<file path="config.mk">
export PLATFORM = sky130hd
export DESIGN_NAME = spie_buf
export DESIGN_NICKNAME = d
export VERILOG_FILES = /design/src/rtl/spie_buf.sv
export SDC_FILE = /design/constraint.sdc
export NUM_CORES = 1
export LEC_CHECK = 0
export BUFFER_PORTS_ARGS = -buffer_cell sky130_fd_sc_hd__buf_2
export CAP_MARGIN = 20
export CORE_MARGIN = 5
export CORE_UTILIZATION = 59
export DETAILED_ROUTE_END_ITERATION = 16
export PLACE_DENSITY = 0.87
export RECOVER_POWER = 100
export REMOVE_ABC_BUFFERS = 1
export SYNTH_ARGS = -nofsm -noshare
export SYNTH_HDL_FRONTEND = slang
export SYNTH_SLANG_ARGS = --single-unit
export TNS_END_PERCENT = 10
</file>
<file path="constraint.sdc">
create_clock -name clk -period 5.6 [get_ports clk]
set_clock_uncertainty 0.05 [all_clocks]
set_input_delay 0.56 -clock clk [delete_from_list [all_inputs] [get_ports clk]]
set_output_delay 0.56 -clock clk [all_outputs]
set_load 0.01 [all_outputs]
</file>
<file path="src/rtl/spie_buf.sv">
// spie_buf -- buffered SPI front-end between the CPU I/O bus and the
// spie_rxtx master engine.
//
// A TX FIFO collects words written by software. A sequencer drains it one
// word at a time into spie_rxtx and pushes each received word into an RX
// FIFO. This lets software queue a burst of transfers without polling the
// engine between words.
//
// Optional feature macro: SPIE_BUF_RXDROP_EN
//   When defined, control bit 8 (rxdrop) is implemented. A transfer launched
//   with rxdrop set skips its RX push, so write-only bursts do not stall on a
//   full RX FIFO. When undefined, bit 8 is ignored and every transfer pushes.
//
// Ports:
//   clk, rst         system clock, synchronous active-high reset
//   stb, we, addr    bus strobe, write enable, register select
//                    (0 = data, 1 = control/status)
//   data_in          bus write data
//   data_out         bus read data, combinational
//   cs_n             active-low chip selects, straight from the control register
//   spi_start        one-cycle start pulse to the engine
//   spi_fast, spi_msbytefirst, spi_datawidth, spi_data_tx
//                    per-transfer settings and word, latched at LOAD
//   spi_rdy          engine ready/done
//   spi_data_rx      word received by the engine
module spie_buf #(
  parameter int unsigned depth_log2 = 4,
  parameter int unsigned num_cs     = 3
) (
  input  logic              clk,
  input  logic              rst,
  input  logic              stb,
  input  logic              we,
  input  logic              addr,
  input  logic [31:0]       data_in,
  output logic [31:0]       data_out,
  output logic [num_cs-1:0] cs_n,
  output logic              spi_start,
  output logic              spi_fast,
  output logic              spi_msbytefirst,
  output logic [1:0]        spi_datawidth,
  output logic [31:0]       spi_data_tx,
  input  logic              spi_rdy,
  input  logic [31:0]       spi_data_rx
);

  localparam int unsigned DEPTH = 2 ** depth_log2;
  localparam int unsigned CW    = depth_log2 + 1;

  typedef enum logic [2:0] {
    ST_IDLE,
    ST_LOAD,
    ST_FIRE,
    ST_SKIP,
    ST_WAIT,
    ST_STORE
  } state_t;

  state_t state_q;

  // Control register
  logic [num_cs-1:0] ctrl_cs_q;
  logic              ctrl_fast_q;
  logic              ctrl_msb_q;
  logic [1:0]        ctrl_dw_q;
  logic              ctrl_rxdrop;
  logic              ovf_q;

  // Per-transfer latched settings
  logic              spi_start_q;
  logic              spi_fast_q;
  logic              spi_msb_q;
  logic [1:0]        spi_dw_q;
  logic [31:0]       spi_data_tx_q;
  logic              rxdrop_lat_q;

  // FIFO storage and pointers
  logic [31:0]           tx_mem_q [DEPTH];
  logic [31:0]           rx_mem_q [DEPTH];
  logic [depth_log2-1:0] tx_wp_q, tx_wp_d, tx_rp_q, tx_rp_d;
  logic [depth_log2-1:0] rx_wp_q, rx_wp_d, rx_rp_q, rx_rp_d;
  logic [CW-1:0]         tx_cnt_q, tx_cnt_d, rx_cnt_q, rx_cnt_d;
  logic [depth_log2-1:0] rx_wr_addr;

  // Bus decode
  logic bus_wr_data, bus_wr_ctrl, bus_rd_data, fifo_clr;
  logic tx_full, tx_empty, rx_full, rx_empty, busy;
  logic tx_push, tx_pop, rx_push, rx_pop;

  assign bus_wr_data = stb & we & ~addr;
  assign bus_wr_ctrl = stb & we & addr;
  assign bus_rd_data = stb & ~we & ~addr;
  assign fifo_clr    = bus_wr_ctrl & data_in[9];

  assign tx_full  = (tx_cnt_q == CW'(DEPTH));
  assign tx_empty = (tx_cnt_q == '0);
  assign rx_full  = (rx_cnt_q == CW'(DEPTH));
  assign rx_empty = (rx_cnt_q == '0);
  assign busy     = (state_q != ST_IDLE) | ~tx_empty;

  assign tx_push = bus_wr_data & ~tx_full;
  assign tx_pop  = (state_q == ST_LOAD) & ~tx_empty;
  assign rx_pop  = bus_rd_data & ~rx_empty;
  // A clear in the STORE cycle empties the RX FIFO first; the word then
  // lands at slot 0 of the freshly emptied FIFO.
  assign rx_push    = (state_q == ST_STORE) & ~rxdrop_lat_q & (fifo_clr | ~rx_full);
  assign rx_wr_addr = fifo_clr ? '0 : rx_wp_q;

`ifdef SPIE_BUF_RXDROP_EN
  logic ctrl_rxdrop_q;
  always_ff @(posedge clk) begin
    if (rst) begin
      ctrl_rxdrop_q <= 1'b0;
    end else if (bus_wr_ctrl) begin
      ctrl_rxdrop_q <= data_in[8];
    end
  end
  assign ctrl_rxdrop = ctrl_rxdrop_q;
`else
  assign ctrl_rxdrop = 1'b0;
`endif

  // Control register and sticky overflow flag
  always_ff @(posedge clk) begin
    if (rst) begin
      ctrl_cs_q   <= '0;
      ctrl_fast_q <= 1'b0;
      ctrl_msb_q  <= 1'b0;
      ctrl_dw_q   <= 2'b00;
      ovf_q       <= 1'b0;
    end else if (bus_wr_ctrl) begin
      ctrl_cs_q   <= data_in[num_cs-1:0];
      ctrl_fast_q <= data_in[4];
      ctrl_msb_q  <= data_in[5];
      ctrl_dw_q   <= data_in[7:6];
      ovf_q       <= 1'b0;
    end else if (bus_wr_data && tx_full) begin
      ovf_q <= 1'b1;
    end
  end

  // FIFO pointer/count next state
  always_comb begin
    tx_wp_d  = tx_wp_q;
    tx_rp_d  = tx_rp_q;
    tx_cnt_d = tx_cnt_q;
    rx_wp_d  = rx_wp_q;
    rx_rp_d  = rx_rp_q;
    rx_cnt_d = rx_cnt_q;

    if (fifo_clr) begin
      tx_wp_d  = '0;
      tx_rp_d  = '0;
      tx_cnt_d = '0;
      rx_rp_d  = '0;
      rx_wp_d  = rx_push ? depth_log2'(1) : '0;
      rx_cnt_d = rx_push ? CW'(1) : '0;
    end else begin
      if (tx_push) tx_wp_d = tx_wp_q + 1'b1;
      if (tx_pop)  tx_rp_d = tx_rp_q + 1'b1;
      tx_cnt_d = tx_cnt_q + CW'(tx_push) - CW'(tx_pop);

      if (rx_push) rx_wp_d = rx_wp_q + 1'b1;
      if (rx_pop)  rx_rp_d = rx_rp_q + 1'b1;
      rx_cnt_d = rx_cnt_q + CW'(rx_push) - CW'(rx_pop);
    end
  end

  always_ff @(posedge clk) begin
    if (rst) begin
      tx_wp_q  <= '0;
      tx_rp_q  <= '0;
      tx_cnt_q <= '0;
      rx_wp_q  <= '0;
      rx_rp_q  <= '0;
      rx_cnt_q <= '0;
    end else begin
      tx_wp_q  <= tx_wp_d;
      tx_rp_q  <= tx_rp_d;
      tx_cnt_q <= tx_cnt_d;
      rx_wp_q  <= rx_wp_d;
      rx_rp_q  <= rx_rp_d;
      rx_cnt_q <= rx_cnt_d;
    end
  end

  // FIFO storage, no reset needed: contents are only visible via counts
  always_ff @(posedge clk) begin
    if (tx_push) tx_mem_q[tx_wp_q] <= data_in;
    if (rx_push) rx_mem_q[rx_wr_addr] <= spi_data_rx;
  end

  // Sequencer
  always_ff @(posedge clk) begin
    if (rst) begin
      state_q       <= ST_IDLE;
      spi_start_q   <= 1'b0;
      spi_fast_q    <= 1'b0;
      spi_msb_q     <= 1'b0;
      spi_dw_q      <= 2'b00;
      spi_data_tx_q <= '0;
      rxdrop_lat_q  <= 1'b0;
    end else begin
      spi_start_q <= 1'b0;
      case (state_q)
        ST_IDLE: begin
          if (!tx_empty && !rx_full && spi_rdy) state_q <= ST_LOAD;
        end
        ST_LOAD: begin
          // A FIFO clear coinciding with the IDLE->LOAD step leaves nothing
          // to send; fall back to IDLE rather than launch a stale word.
          if (tx_empty) begin
            state_q <= ST_IDLE;
          end else begin
            spi_data_tx_q <= tx_mem_q[tx_rp_q];
            spi_fast_q    <= ctrl_fast_q;
            spi_msb_q     <= ctrl_msb_q;
            spi_dw_q      <= ctrl_dw_q;
            rxdrop_lat_q  <= ctrl_rxdrop;
            spi_start_q   <= 1'b1;
            state_q       <= ST_FIRE;
          end
        end
        ST_FIRE:  state_q <= ST_SKIP;
        // The engine's rdy is still high from the previous word here.
        ST_SKIP:  state_q <= ST_WAIT;
        ST_WAIT: begin
          if (spi_rdy) state_q <= ST_STORE;
        end
        ST_STORE: state_q <= ST_IDLE;
        default:  state_q <= ST_IDLE;
      endcase
    end
  end

  // Bus read mux
  always_comb begin
    data_out = '0;
    if (addr) begin
      data_out = {8'h00, 8'(tx_cnt_q), 8'(rx_cnt_q), 2'b00,
                  ovf_q, rx_empty, rx_full, tx_empty, tx_full, busy};
    end else if (!rx_empty) begin
      data_out = rx_mem_q[rx_rp_q];
    end
  end

  assign cs_n            = ~ctrl_cs_q;
  assign spi_start       = spi_start_q;
  assign spi_fast        = spi_fast_q;
  assign spi_msbytefirst = spi_msb_q;
  assign spi_datawidth   = spi_dw_q;
  assign spi_data_tx     = spi_data_tx_q;

endmodule

</file>
* After elaboration in Yosys (flattened, before gate mapping)
Memory sizes are Yosys's and may differ from the RTL's. A register that Yosys moved wholly into a read port is not among the register bits. Index checks and enable logic that the tools add are counted.
Word-level totals: register bits 42, memory bits (writable) 1024, input bits 70, output and inout port bits 72, word-level logic and storage cells 89, memories kept 2
Memories:
- rx_mem_q | words 16, width 32, read ports 1, clocked after Yosys merged registers in 1, wr ports 1, RTL line 79 | logic [31:0] rx_mem_q [DEPTH];
- tx_mem_q | words 16, width 32, read ports 1, clocked after Yosys merged registers in 1, wr ports 1, RTL line 78 | logic [31:0] tx_mem_q [DEPTH];
Operators by class: add/subtract/negate cells 8, equal/unequal tests 9, multiplexer cells 19, bitwise logic cells 20, reductions and logical operators 15
Operators by type and width (count):
- 32-bit 2-to-1 mux | 2
- 4-bit 2-to-1 mux | 5
- 4-bit by 1-bit adder with 4-bit output, second input constant | 4
- 3-bit one-hot mux with 5 select lines | 1
- 5-bit by 1-bit adder with 5-bit output | 2
- 1-bit AND | 10
- 5-bit == test, second input constant | 2
- 5-bit logical NOT | 2
- 5-bit by 1-bit subtractor with 5-bit output | 2
- 1-bit 2-to-1 mux | 7
- 1-bit inverter | 7
- 3-bit by 2-bit == test with 1-bit output, second input constant | 2
- 3-bit == test, second input constant | 2
- 3-bit 2-to-1 mux | 2
- 2-bit OR reduction | 3
- 5-bit 2-to-1 mux | 1
- 2-bit != test, second input constant | 2
- 2-bit AND reduction | 2
- 3-bit by 1-bit == test with 1-bit output, second input constant | 1
- 1-bit logical AND | 3
- 3-bit logical NOT | 1
- 3-bit inverter | 1
- 3-bit nonzero test | 1
- 1-bit logical NOT | 2
- 3 further kinds | 4

* Longest topological paths before layout
Gate-level depths: netlist of the first run.
word-level depth 8, gate-level depth with buffers 14, mapped depth without buffers 14

* Worst setup path after synthesis of the first run
Ideal clock, no wire load.
path kind input to register, start in stb, end mem rx_mem_q[8][0], enable pin, arrival time 4.240 ns, required time 5.049 ns, slack 0.808 ns, stages 4, path buffers 1, cells stage by stage nand4_1 -> clkbuf_1 -> nand3b_1 -> nor4_1
On the way: longest elaborated chain between the ends 7, elaborated cells between the ends (all ways) 8
Ends and longest elaborated chain:
- start, declared | RTL line 32 | input logic stb,
- 1-bit AND (*) (2 in a row) | RTL line 91 | assign bus_wr_ctrl = stb & we & addr;
- 1-bit AND (*) | RTL line 93 | assign fifo_clr = bus_wr_ctrl & data_in[9];
- 1-bit OR | RTL line 106 | assign rx_push = (state_q == ST_STORE) & ~rxdrop_lat_q & (fifo_clr | ~rx_full);
- 1-bit AND | RTL line 106
- 1-bit 2-to-1 mux | RTL line 190 | if (rx_push) rx_mem_q[rx_wr_addr] <= spi_data_rx;
- 1-bit 2-to-1 mux (not written as such) | RTL line 190
- end, declared | RTL line 79
Mark *: on every way between the ends. The rest lies on a longest branch, timed or not.

* Worst setup path in the final report of the first run
start in addr, end mem rx_mem_q[2][13], enable pin
On the way: longest elaborated chain between the ends 6, elaborated cells between the ends (all ways) 7
Ends and longest elaborated chain:
- start, declared | RTL line 34 | input logic addr,
- 1-bit AND (*) | RTL line 91
- 1-bit AND (*) | RTL line 93
- 1-bit OR | RTL line 106
- 1-bit AND | RTL line 106
- 1-bit 2-to-1 mux | RTL line 190
- 1-bit 2-to-1 mux (not written as such) | RTL line 190
Marks and branches as above.

==> results of run 1 <==
[tightest hold or removal path, stage by stage]
cell and delay (ns):
buf_2 0.13, a31oi_1 0.12, nor3_1 0.05
[path summary, 6_finish.rpt]
| check | from | end |
|---|---|---|
| setup / recovery | addr | rx_mem_q[2][13] |
| setup reg to reg | tx_cnt_q[2] | tx_mem_q[6][17] |
| hold / removal | we | ovf_q |
| hold reg to reg | ctrl_msb_q | ctrl_msb_q |
[flip-flops by register name, indices dropped and copies added, names as in the netlist, 2 cells and up, named ones only]
signal,count
rx_mem_q,512
rx_cnt_q,5
ctrl_dw_q,2
ctrl_cs_q,3
state_q,3
tx_wp_q,4
spi_data_tx,32
rx_rp_q,4
rx_wp_q,4
tx_cnt_q,5
spi_datawidth,2
tx_mem_q,512
tx_rp_q,4
[placed cells by master, fill, tap and decap left out, drive strengths merged, types with 7 or more instances in the layout]
master,count
edfxtp,1024
clkbuf,303
mux4,229
mux2i,157
dfxtp,78
nor2,56
nand3,46
buf,42
nand3b,39
nand2,38
clkinv,34
o221ai,32
inv,28
a22oi,26
a21oi,21
ha,19
o22ai,16
nor3,12
xnor2,12
diode,11
a32oi,10
bufinv,10
nand2b,8
nor3b,7
[cells by family after synthesis]
| logic type | after synthesis | synth area share, % |
|---|---|---|
| flip-flops | 1102 | 76.2 |
| multiplexers | 387 | 15.9 |
| AND/OR/NAND/NOR | 232 | 2.98 |
| buffers and inverters | 137 | 1.56 |
| AO/OA/AOI/OAI | 125 | 2.32 |
| adder cells (fa/ha/maj) | 21 | 0.655 |
| XOR/XNOR | 17 | 0.351 |
[routing by layer]
metal	vias to the layer above	wire length, um	share of wire, %	GRT usage [%]
met1	11500	35800	34	33.7
met4	4	3890	3.7	9.71
met5	-	23	0.022	0
met2	1706	54300	52	44.8
li1	8766	-	-	-
met3	279	10500	10	5.48
[metrics by stage]
stage / utilization [%] / total power (uW)
after floorplan: - / 10100
after global placement: 62.1 / 10600
after detailed placement: 62.3 / 10700
after CTS: 67.3 / 17900
after global routing: 66.7 / 18300
final: 66.7 / 17800
[power groups by stage]
stage	logic, uW	clock network, uW	registers (uW)
4_1_cts	1310	7300	9250
6_report	1270	7290	9250
3_3_place_gp	1210	0	9410
5_1_grt	1350	7730	9260
2_1_floorplan	727	0	9420
3_5_place_dp	1280	0	9420
[cell type report]
type / instances / area share (%)
multi-input combinational: 782 / 19.7
tap: 950 / 2.50
clock inverter: 49 / 1.35
timing repair buffer: 198 / 2.10
inverter: 24 / 0.189
sequential: 1102 / 67.9
clock buffer: 147 / 6.15
antenna: 11 / 0.0578
==> reports/metrics.csv, run 1 <==
metric,value,unit
result of the run,"finished, violations left",
failing checks,"max-capacitance violations, max-slew violations",
number of vias in the routed layout,22200,
share of the synthesized area in the top cell type,72.5,%
Slew headroom,-88.4,%
total iterations of the first detailed-routing run,8,
Net Sw Power,4120,uW
Antenna Nets Post-Route,0,
setup repair after global routing missed its margin,false,
Crit path max-delay family,simple AND/OR/NAND/NOR gates,
number of synthesized flops with an enable pin,1024,
number of antenna violations at the first check in global routing,9,
class of the worst hold path,in -> reg,
setup ws final,0.773,ns
sequential cell area fraction in the yosys report,76.2,%
post-route fraction of the period consumed by the critical path,86.2,%
Reg power frac,51.9,%
reg2reg path depth,7,
insertion delay to the later sink of the worst-skew pair,0.68,ns
yosys synthesis warning count,0,
row count,98,
root buf cell,clkbuf_16,
placed instance count,3049,
H-tree level count,3,
I/O pin total,142,
largest cells by area after synthesis,"edfxtp_1 (73%), mux4_2 (12%), mux2i_1 (3.7%)",
"Hold Violations, Final",0,
hold slack,0.203,ns
peak per-stage delay on the critical path,1.15,ns
crit-path max FO,31,
total routing resource utilization after global routing,26.2,%
area of the die,0.0773,mm2
number of different library cells in the post-synthesis netlist,54,
crit path time final,4.83,ns
total wire length after detailed routing,105,mm
"Arr. time, crit path",5.06,ns
CP Class,in -> reg,
Cell Int Power,13700,uW
# setup viols final,0,
CP max-delay cell,clkbuf_1,
average instance area after synthesis,21.0,um2
area of the mapped netlist,0.0424,mm2
Buffers on Ports,141,
most used standard cells in the synthesized netlist,"edfxtp_1 (1,024), mux4_2 (229), mux2i_1 (157), dfxtp_1 (78), nor2_1 (56)",
clock sinks,1102,
maximum clock frequency,0.207,GHz
TritonCTS clock tree,built,
number of cells produced by synthesis,2021,
ys flop type,edfxtp_1,
largest area contributor in the synthesized netlist,edfxtp_1,
Post-Layout Inst Area,0.0476,mm2
pre-CTS worst setup slack,1.56,ns
Synth async-reset ratio,0,%
"setup slack, reg-to-reg",0.86,ns
clock transition time at the flip-flop clock pins of the worst setup and hold paths,0.06,ns
number of gates given a new drive strength after cts,0,
overall die width,278,um
top-count cell post-synth,edfxtp_1,
filler instances,4315,
chain of cells forming the critical path,"clkbuf_1, nand4_1, o21a_1, nor2_1, clkbuf_2",
Critical path buffers and inverters,2,
remaining global-route overflow,0,
pin count of the biggest net entering global routing,70,
Setup TNS Final,0,ns
DRC,0,
number of global-route vias before repair,22900,
number of cells on the critical path,5,
first-pass GRT wire length,151,mm
transition at the pin with the smallest max-transition slack,2.83,ns
Worst Hold Path Cells,3,
critical path endpoint category,flop,
power density of the placed cells,374,mW/mm2
routed vias/inst,6.81,
count of routing violations after the opening detailed-route iteration,2972,
last weighted congestion value of the routability-driven placer,0.825,
switching portion of total power,23.1,%
Final Net Count,2303,
share of power burned in the clock network,40.9,%
core area,0.0714,mm2
worst-case vdd ir drop,0.323,mV
max-cap violations,29,
share of cells above drive strength 1,19.4,%
average wire length per cell after detail routing,32.0,um
initial core utilization,59.4,%
area used by multi-input combinational logic,0.00938,mm2
y dimension of the die,278,um
number of synthesized register bits,1102,
Inserted Clock Buffers,104,
placed cell areas,0.0445,mm2
maximum clock path buffer count,3,
fraction of power consumed by combinational cells,7.1,%
flip-flop and latch area,0.0323,mm2
startpoint kind of the worst setup timing path,input pin,
Detail Placement HPWL,54.3,mm
relative area change from synthesis to final layout,12.3,%
"Slew Viols, Final",589,
"Setup Fix Bufs, Post-CTS",0,
non-filler instance count after layout,3263,
cts hold-fix bufs,0,
critical path required time,5.83,ns
leak pwr,0.0143,uW
No activity file was read; power rests on OpenSTA's default activity.
==> run 2, diff against run 1 <==
- RECOVER_POWER: 100 -> 25
==> run 2 against run 1 <==
The run now ends clean. Final area up 1.2%. Via count decreased by 0.49%. Combinational power up 3%. Hold slack got worse by 0.0027 ns. Utilization up 0.77 points. Setup slack improved by 0.66 ns. Final cell count about the same. Sequential share of layout area fell by 0.78 points. Maximum frequency increased by 16%.
==> reports/metrics.csv, run 2 (synthesized netlist as in run 1, its figures left out) <==
metric,value,unit,change
class of the worst hold path,in -> reg,,
CP max-delay cell,dfxtp_2,,
Detail Placement HPWL,54.3,mm,unchanged
crit-path max FO,34,,+9.7%
chain of cells forming the critical path,"and2_1, a22oi_1, a32oi_1, nand3_1, buf_2",,
power density of the placed cells,371,mW/mm2,-0.93%
startpoint kind of the worst setup timing path,flop,,
I/O pin total,142,,unchanged
transition at the pin with the smallest max-transition slack,1.16,ns,-1.67 ns
setup repair after global routing missed its margin,false,,
insertion delay to the later sink of the worst-skew pair,0.67,ns,about the same
"Slew Viols, Final",0,,-100%
H-tree level count,3,,unchanged
most common library cell in the layout ignoring fill and taps,edfxtp_1,,
placed cell areas,0.0445,mm2,unchanged
Slew headroom,23.0,%,+110 points
average wire length per cell after detail routing,32.0,um,-0.23%
DRC,0,,unchanged
"setup slack, reg-to-reg",1.76,ns,+0.90 ns
core area,0.0714,mm2,unchanged
launch point of the worst reg-to-reg path,tx_cnt_q[2],,
CP Class,reg -> out,,
non-filler instance count after layout,3262,,-0.031%
Reg power frac,51.8,%,about the same
leak pwr,0.0147,uW,+3.1%
area of the die,0.0773,mm2,unchanged
switching portion of total power,23.1,%,-0.025 points
remaining global-route overflow,0,,unchanged
share of cells above drive strength 1,25.5,%,+6.1 points
Antenna Nets Post-Route,0,,unchanged
total routing resource utilization after global routing,26.2,%,unchanged
worst-case vdd ir drop,0.321,mV,-0.66%
Net Sw Power,4120,uW,+0.11%
"Setup Fix Bufs, Post-CTS",0,,unchanged
cts hold-fix bufs,0,,unchanged
hold worst-path end,ovf_q,,
post-route fraction of the period consumed by the critical path,74.5,%,-12 points
count of routing violations after the opening detailed-route iteration,3172,,+6.7%
clock transition time at the flip-flop clock pins of the worst setup and hold paths,0.06,ns,about the same
initial core utilization,59.4,%,unchanged
y dimension of the die,278,um,unchanged
crit path time final,4.17,ns,-0.657 ns
"leading cell types in the layout, fill and taps excluded","edfxtp_1 (1,024), mux4_2 (229), mux2i_1 (157)",,
clock sinks,1102,,unchanged
total iterations of the first detailed-routing run,7,,-1
Setup TNS Final,0,ns,unchanged
share of power burned in the clock network,40.8,%,about the same
number of antenna violations at the first check in global routing,9,,unchanged
critical path endpoint category,output pin,,
number of global-route vias before repair,22900,,unchanged
placed instance count,3049,,unchanged
last weighted congestion value of the routability-driven placer,0.825,,unchanged
peak per-stage delay on the critical path,1.04,ns,-0.11 ns
critical path required time,4.99,ns,-0.84 ns
row count,98,,unchanged
fraction of power consumed by combinational cells,7.4,%,+0.3 points
# setup viols final,0,,unchanged
reg2reg path depth,15,,+8
number of vias in the routed layout,22100,,-0.49%
"Arr. time, crit path",3.56,ns,-1.50 ns
Cell Int Power,13700,uW,+0.25%
Post-Layout Inst Area,0.0481,mm2,+1.2%
TritonCTS clock tree,built,,
"Hold Violations, Final",0,,unchanged
max-cap violations,0,,-100%
final core utilization,67.5,%,+0.77 points
number of gates given a new drive strength after cts,0,,unchanged
first-pass GRT wire length,151,mm,unchanged
routed vias/inst,6.78,,-0.46%
filler instances,4180,,-3.1%
result of the run,"finished, final reports clean",,
maximum clock path buffer count,3,,unchanged
post-route total power,17900,uW,+0.22%
relative area change from synthesis to final layout,13.6,%,
total wire length after detailed routing,104,mm,-0.26%
pin count of the biggest net entering global routing,70,,unchanged
Inserted Clock Buffers,104,,unchanged
Buffers on Ports,141,,unchanged
Worst Hold Path Cells,3,,unchanged
Min-Delay Startpoint,we,,
Final Net Count,2303,,unchanged
destination of the worst register-to-register timing path,tx_cnt_q[4],,
root buf cell,clkbuf_16,,
maximum clock frequency,0.240,GHz,+16%
overall die width,278,um,unchanged
==> run 2: changes by cell type in the layout (fill, tap and decap cells not counted), moves of 6 or more <==
cell | before | now
clkbuf_1 | 181 | 81
buf_2 | 13 | 89
buf_4 | 22 | 43
nor2_1 | 53 | 32
nor2_4 | 3 | 24
o221ai_1 | 31 | 21
o221ai_2 | 1 | 11
buf_12 | 2 | 8
==> run 2: per-layer routing <==
metal	up-vias	wire length [um]	part of all wire [%]	GRT usage, %
met5	-	23	0.022	0
met4	4	3680	3.5	9.71
met3	266	10100	9.7	5.48
met2	1660	54600	52	44.8
met1	11400	35900	34	33.7
li1	8766	-	-	-
==> run 2: power by group through the flow <==
stage,logic [uW],registers (uW),clock network [uW]
6_report,1310,9250,7290
5_1_grt,1400,9260,7730
4_1_cts,1310,9250,7300
3_5_place_dp,1280,9420,0
3_3_place_gp,1210,9410,0
2_1_floorplan,727,9420,0
==> run 2: cell type report <==
type	instances	area, um2	share of cell area, %
diodes	10	25.0	0.0520
clock inverters	49	643	1.34
inverters	24	90.1	0.187
multi-input cells	782	9650	20.0
clock buffers	147	2930	6.08
repair buffers	198	1290	2.68
well taps	950	1190	2.47
flip-flops and latches	1102	32300	67.2
==> run 2: worst max path at each step <==
stage | cells after the start | end
after floorplan | 3 | spi_data_tx[10]
after global placement | 12 | rx_cnt_q[4]
after detailed placement | 12 | rx_cnt_q[4]
after CTS | 5 | data_out[22]
after global routing | 5 | data_out[22]
final | 5 | data_out[16]
==> run 2: stage by stage <==
stage               worst slack (ns)  hold WS [ns]
finish                          1.43         0.201
global route                    1.19         0.201
CTS                             1.36         0.145
detailed placement              1.56         0.398
global placement                1.71         0.392
floorplan                     -0.920         0.376
==> run 2: worst max-delay path, delay by kind of cell (launching register included) <==
kind | cells | cell delay (ns)
buf+inv | 1 | 0.18
compound gates | 2 | 0.70
simple gates | 2 | 0.96
flops | 1 | 1.04
